### config.mk
export PLATFORM = sky130hd
export DESIGN_NAME = tdc_thermo_decoder
export DESIGN_NICKNAME = d
export VERILOG_FILES = /design/src/rtl/tdc_thermo_decoder.sv
export SDC_FILE = /design/constraint.sdc
export NUM_CORES = 1
export LEC_CHECK = 0
export CELL_PAD_IN_SITES_DETAIL_PLACEMENT = 0
export CELL_PAD_IN_SITES_GLOBAL_PLACEMENT = 1
export CORE_MARGIN = 10
export CORE_UTILIZATION = 53
export DETAILED_ROUTE_END_ITERATION = 10
export HOLD_SLACK_MARGIN = 0.02
export PLACE_DENSITY = 0.83
export SETUP_SLACK_MARGIN = 0.5
export SLEW_MARGIN = 20
export SYNTH_ARGS = -nofsm -noshare
export SYNTH_HDL_FRONTEND = slang
export SYNTH_SLANG_ARGS = --single-unit
### constraint.sdc
create_clock -name iCLK -period 23 [get_ports iCLK]
set_clock_uncertainty 0.05 [all_clocks]
set_input_delay 2.3 -clock iCLK [delete_from_list [all_inputs] [get_ports iCLK]]
set_output_delay 2.3 -clock iCLK [all_outputs]
set_load 0.01 [all_outputs]
### src/rtl/tdc_thermo_decoder.sv
// Thermometer-code TDC decoder: bubble-filters a registered delay-line snapshot on each hit,
// popcounts it into a fine code, tags it with a coarse count and queues it for readout.
module tdc_thermo_decoder #(
  parameter int TAPS       = 128,
  parameter int COARSE_W   = 16,
  parameter int FIFO_DEPTH = 8,
  parameter int FINE_W     = 8
) (
  input  logic                            iCLK,
  input  logic                            iRESETn,
  input  logic [TAPS-1:0]                 iTAP,
  input  logic                            iHIT,
  input  logic                            iREADY,
  output logic                            oVALID,
  output logic [COARSE_W+FINE_W:0]        oDATA,
  output logic [$clog2(FIFO_DEPTH):0]     oLEVEL,
  input  logic                            iCLR,
  output logic                            oOVERFLOW,
  output logic [7:0]                      oDROP_CNT
);

  localparam int GROUPS = TAPS / 8;
  localparam int AW     = $clog2(FIFO_DEPTH);
  localparam int DW     = 1 + COARSE_W + FINE_W;

  function automatic logic maj3(input logic a, input logic b, input logic c);
    return (a & b) | (a & c) | (b & c);
  endfunction

  function automatic logic [3:0] pop8(input logic [7:0] v);
    logic [3:0] n;
    n = 4'd0;
    for (int i = 0; i < 8; i++) begin
      n = n + {3'b000, v[i]};
    end
    return n;
  endfunction

  logic [1:0]          rst_sync_r;
  logic                rst_int_n;
  logic [COARSE_W-1:0] coarse_r;
  logic [TAPS+1:0]     tap_ext_s;
  logic [TAPS-1:0]     filtered_s;

  logic                s1_valid_r;
  logic [TAPS-1:0]     s1_word_r;
  logic [COARSE_W-1:0] s1_coarse_r;
  logic                s2_valid_r;
  logic [3:0]          s2_part_r [GROUPS];
  logic [COARSE_W-1:0] s2_coarse_r;
  logic [FINE_W-1:0]   sum_s;
  logic                range_s;
  logic                s3_valid_r;
  logic [FINE_W-1:0]   s3_fine_r;
  logic                s3_range_r;
  logic [COARSE_W-1:0] s3_coarse_r;

  logic [DW-1:0]       mem_r [FIFO_DEPTH];
  logic [AW-1:0]       wr_ptr_r;
  logic [AW-1:0]       rd_ptr_r;
  logic [AW:0]         count_r;
  logic [AW:0]         count_next_s;
  logic                valid_r;
  logic                overflow_r;
  logic [7:0]          drop_cnt_r;
  logic                pop_s;
  logic                full_s;
  logic                push_ok_s;
  logic                drop_s;

  // Reset asserts immediately and is released two edges after iRESETn rises
  always_ff @(posedge iCLK or negedge iRESETn) begin
    if (!iRESETn) rst_sync_r <= 2'b00;
    else          rst_sync_r <= {rst_sync_r[0], 1'b1};
  end
  assign rst_int_n = rst_sync_r[1];

  // Free-running coarse time base
  always_ff @(posedge iCLK or negedge rst_int_n) begin
    if (!rst_int_n) coarse_r <= {COARSE_W{1'b0}};
    else            coarse_r <= coarse_r + COARSE_W'(1);
  end

  // Line ends are pinned: before tap 0 the edge has passed, beyond the last tap it has not
  assign tap_ext_s = {1'b0, iTAP, 1'b1};

  // Three-tap majority vote removes single-bit bubbles
  always_comb begin
    filtered_s = {TAPS{1'b0}};
    for (int i = 0; i < TAPS; i++) begin
      filtered_s[i] = maj3(tap_ext_s[i], tap_ext_s[i+1], tap_ext_s[i+2]);
    end
  end

  // Stage 1: capture filtered word and timestamp
  always_ff @(posedge iCLK or negedge rst_int_n) begin
    if (!rst_int_n) begin
      s1_valid_r  <= 1'b0;
      s1_word_r   <= {TAPS{1'b0}};
      s1_coarse_r <= {COARSE_W{1'b0}};
    end else begin
      s1_valid_r <= iHIT;
      if (iHIT) begin
        s1_word_r   <= filtered_s;
        s1_coarse_r <= coarse_r;
      end
    end
  end

  // Stage 2: per-byte popcounts
  always_ff @(posedge iCLK or negedge rst_int_n) begin
    if (!rst_int_n) begin
      s2_valid_r  <= 1'b0;
      s2_coarse_r <= {COARSE_W{1'b0}};
      for (int g = 0; g < GROUPS; g++) s2_part_r[g] <= 4'd0;
    end else begin
      s2_valid_r <= s1_valid_r;
      if (s1_valid_r) begin
        s2_coarse_r <= s1_coarse_r;
        for (int g = 0; g < GROUPS; g++) s2_part_r[g] <= pop8(s1_word_r[g*8 +: 8]);
      end
    end
  end

  // Fine code sum and out-of-line detection
  always_comb begin
    sum_s = {FINE_W{1'b0}};
    for (int g = 0; g < GROUPS; g++) begin
      sum_s = sum_s + FINE_W'(s2_part_r[g]);
    end
    range_s = (sum_s == {FINE_W{1'b0}}) | (sum_s == FINE_W'(TAPS));
  end

  // Stage 3: completed timestamp ready for the FIFO
  always_ff @(posedge iCLK or negedge rst_int_n) begin
    if (!rst_int_n) begin
      s3_valid_r  <= 1'b0;
      s3_fine_r   <= {FINE_W{1'b0}};
      s3_range_r  <= 1'b0;
      s3_coarse_r <= {COARSE_W{1'b0}};
    end else begin
      s3_valid_r <= s2_valid_r;
      if (s2_valid_r) begin
        s3_fine_r   <= sum_s;
        s3_range_r  <= range_s;
        s3_coarse_r <= s2_coarse_r;
      end
    end
  end

  // A full FIFO still accepts a push when the head leaves on the same edge
  assign full_s    = (count_r == (AW+1)'(FIFO_DEPTH));
  assign pop_s     = valid_r & iREADY;
  assign push_ok_s = s3_valid_r & (~full_s | pop_s);
  assign drop_s    = s3_valid_r & full_s & ~pop_s;

  // Next occupancy
  always_comb begin
    count_next_s = count_r;
    case ({push_ok_s, pop_s})
      2'b10:   count_next_s = count_r + (AW+1)'(1);
      2'b01:   count_next_s = count_r - (AW+1)'(1);
      default: count_next_s = count_r;
    endcase
  end

  // FIFO storage and pointers
  always_ff @(posedge iCLK or negedge rst_int_n) begin
    if (!rst_int_n) begin
      wr_ptr_r <= {AW{1'b0}};
      rd_ptr_r <= {AW{1'b0}};
      for (int e = 0; e < FIFO_DEPTH; e++) mem_r[e] <= {DW{1'b0}};
    end else begin
      if (push_ok_s) begin
        mem_r[wr_ptr_r] <= {s3_range_r, s3_coarse_r, s3_fine_r};
        wr_ptr_r        <= wr_ptr_r + AW'(1);
      end
      if (pop_s) rd_ptr_r <= rd_ptr_r + AW'(1);
    end
  end

  // Occupancy and valid flag
  always_ff @(posedge iCLK or negedge rst_int_n) begin
    if (!rst_int_n) begin
      count_r <= {(AW+1){1'b0}};
      valid_r <= 1'b0;
    end else begin
      count_r <= count_next_s;
      valid_r <= (count_next_s != {(AW+1){1'b0}});
    end
  end

  // Drop bookkeeping; a drop on the clearing edge takes priority
  always_ff @(posedge iCLK or negedge rst_int_n) begin
    if (!rst_int_n) begin
      overflow_r <= 1'b0;
      drop_cnt_r <= 8'd0;
    end else if (drop_s) begin
      overflow_r <= 1'b1;
      if (iCLR)                    drop_cnt_r <= 8'd1;
      else if (drop_cnt_r != 8'hFF) drop_cnt_r <= drop_cnt_r + 8'd1;
    end else if (iCLR) begin
      overflow_r <= 1'b0;
      drop_cnt_r <= 8'd0;
    end
  end

  assign oVALID    = valid_r;
  assign oLEVEL    = count_r;
  assign oDATA     = mem_r[rd_ptr_r];
  assign oOVERFLOW = overflow_r;
  assign oDROP_CNT = drop_cnt_r;

endmodule

==> impl_metrics.tcl <==
set metrics [dict create \
    clk_latency_ns 0.59 \
    htreeDepth 2 \
    grt_pass1_vias 16100 \
    synth-async-reset-ratio 1.00 \
    finalNetCount 2400 \
    yosys_most_used_dff "dfrtp_1" \
    drt_iter0_markers 804 \
    dp_hpwl_mm 34.0 \
    cts_sinks 490 \
    critPathMaxStageDelay_ns 0.74 \
    yosysWarnings 0 \
    postSynthCellCount 1914 \
    area_growth_pct 16.0 \
    r2r-start "s2_part_r[38]$_DFFE_PN0P_" \
    critical_path_arrival_ns 3.38 \
    synth_area_leaders "dfrtp_1 48%, mux2_2 16%, fa_1 9.2%" \
    synthDistinctLibCells 51 \
    criticalPathCategory "reg -> out" \
    viasPerCell 5.39 \
    cp-startpoint "rd_ptr_r[0]$_DFFE_PN0P_" \
    period_share 0.249 \
    grt_max_degree 174 \
    status "finished, final reports clean" \
    syn_nets 2236 \
    slew_violations 0 \
    die_h_um 239 \
    ios 172 \
    cp_num_cells 4 \
    grt_first_pass_wirelength_mm 82.8 \
    wl_per_cell_um 18.1 \
    wl_mm 49.4 \
    synth_common_cells "490 x dfrtp_1, 370 x mux2_2, 251 x inv_1, 126 x maj3_1, 117 x fa_1" \
    drv_cap 0 \
    synth.most_common_cell "dfrtp_1" \
    synth_seq_cells 490 \
    hold_violations 0 \
    drc_errors 0 \
    vias 14700 \
    end_kind "output pin" \
    die_w_um 239 \
    clk_transition_reported_paths_ns 0.06 \
    synth_edf_count 0 \
    placementRows 80 \
    clock.fmax_mhz 175 \
    yosysSeqAreaShare 0.483 \
    synth_largest_area_cell "dfrtp_1" \
    netlist.area_leader.share 0.483 \
    antenna_found_initial 2 \
    drtPass1Iterations 4 \
    worst_pin_slew_ns 1.06 \
    fin_setup_tns_ns 0 \
    cts_root_buf "clkbuf_16" \
    coreArea_sq_mm 0.0475 \
    grt_remaining_overflow 0 \
    cpLargestDelayFamily "buffers and inverters" \
    setup_viol 0 \
    cts_buffer_depth 3 \
    start_kind "flip-flop" \
    cp.required_ns 20.65 \
    relSlewSlack 0.291 \
    drive_gt1_frac 0.253 \
    dieArea_sq_mm 0.0570 \
    avgSynthCellArea_sq_um 13.3 \
    cp_num_buf_inv 2 \
    ctsHoldBuffers 0 \
    post_cts_buffers 0 \
    cts_buffers 53 \
    crit_fanout 40 \
    hp-class "reg -> async" \
    cts_tree "built" \
    antenna_left 0 \
    worstPathCellList "buf_4 > mux4_2 > mux2_2 > clkdlybuf4s50_1" \
    io_buffers 171 \
    rsz0062_at_grt "no" \
    grt_usage 0.179 \
    cts_resized 0 \
    critPathSlowestCell "buf_4" \
    fillerInstances 3655 \
    r2r_slack_ns 17.82 \
    start_util 0.534 \
    finalWorstPathRequiredPeriod_ns 5.73 \
    netlist_area_sq_mm 0.0254 \
    r2r_cells 16 \
    routabilityCongestion 0.780 \
]
## registers in the layout (all words and copies together) (netlist names), 2 cells and up
name,cells
mem_r,200
s3_coarse_r,16
coarse_r,16
wr_ptr_r,3
rst_sync_r,2
s2_part_r,64
s3_fine_r,8
s1_word_r,128
oDROP_CNT,8
s2_coarse_r,16
rd_ptr_r,3
oLEVEL,4
s1_coarse_r,16
## path summary, 6_finish.rpt
path,endpoint
worst max-delay path,oDATA[24]
worst min-delay path,mem_r[136]$_DFFE_PN0P_
worst max register to register,s3_fine_r[6]$_DFFE_PN0P_
worst min register to register,mem_r[136]$_DFFE_PN0P_
max in group asynchronous,s2_coarse_r[8]$_DFFE_PN0P_
min in group iCLK,rst_sync_r[1]$_DFF_PN0_
## placed cells by master (no fill, tap or decap), drive strengths merged, types with 2 or more instances in the layout
cell type | synthesis | layout
clkinv | 0 | 5
ha | 72 | 72
clkdlybuf4s50 | 0 | 170
buf | 31 | 14
inv | 251 | 253
bufinv | 0 | 3
o2111ai | 2 | 2
nand3b | 2 | 2
clkbuf | 44 | 79
a21o | 4 | 4
fa | 117 | 117
nand4 | 4 | 4
nand2b | 4 | 4
a21oi | 31 | 31
nand3 | 16 | 16
nand2 | 104 | 104
mux2 | 370 | 370
xnor2 | 34 | 34
nor3 | 4 | 4
nor4 | 3 | 3
mux2i | 14 | 14
nor3b | 3 | 3
mux4 | 50 | 50
or3 | 4 | 4
a21boi | 2 | 2
o21ai | 75 | 75
xor2 | 6 | 6
or2 | 2 | 2
o22ai | 16 | 16
dfrtp | 490 | 490
nor2 | 17 | 17
maj3 | 126 | 126
## cell type report
cell class              count  area (sq um)  share of cell area
repair buffers            184          1850              0.0627
clock inverters            11           140             0.00476
inverters                 251           942              0.0320
diodes                      1          2.50           0.0000850
flip-flops and latches    490         12300               0.417
clock buffers              79          1610              0.0548
well taps                 615           769              0.0261
multi-input cells        1098         11900               0.403
## metal layers
metal / GRT usage / part of all wire / vias to the layer above
met3: 0.0287 / 0.037 / 70
met1: 0.226 / 0.43 / 7578
met5: 0 / 0.00053 / -
met4: 0.0452 / 0.019 / 4
li1: - / - / 6860
met2: 0.314 / 0.52 / 203
## metrics by stage
stage                     setup slack, ns  area [sq um]   util  instances  hold WS [ns]
after floorplan                      8.28         25400      -       1914         0.281
after global placement              17.84         27700  0.582       2637         0.289
after detailed placement            17.79         27700  0.582       2637         0.293
after CTS                           17.14         29400  0.619       2727         0.307
after global routing                17.01         29400  0.619       2728         0.317
final                               17.27         29400  0.619       2729         0.287
## cell families (layout without fill, tap and decap cells)
family	after synthesis	after routing	synth area share
simple gates	170	170	0.0308
xor+xnor	40	40	0.0138
buf+inv	326	525	0.0507
compound gates	138	138	0.0298
mux	434	434	0.214
fa+ha+maj	315	315	0.177
flops	490	490	0.483
other cells	1	2	0.000148
Power is not shown: default switching activity piles up to over one toggle a cycle in this logic, so the estimate is an artifact.
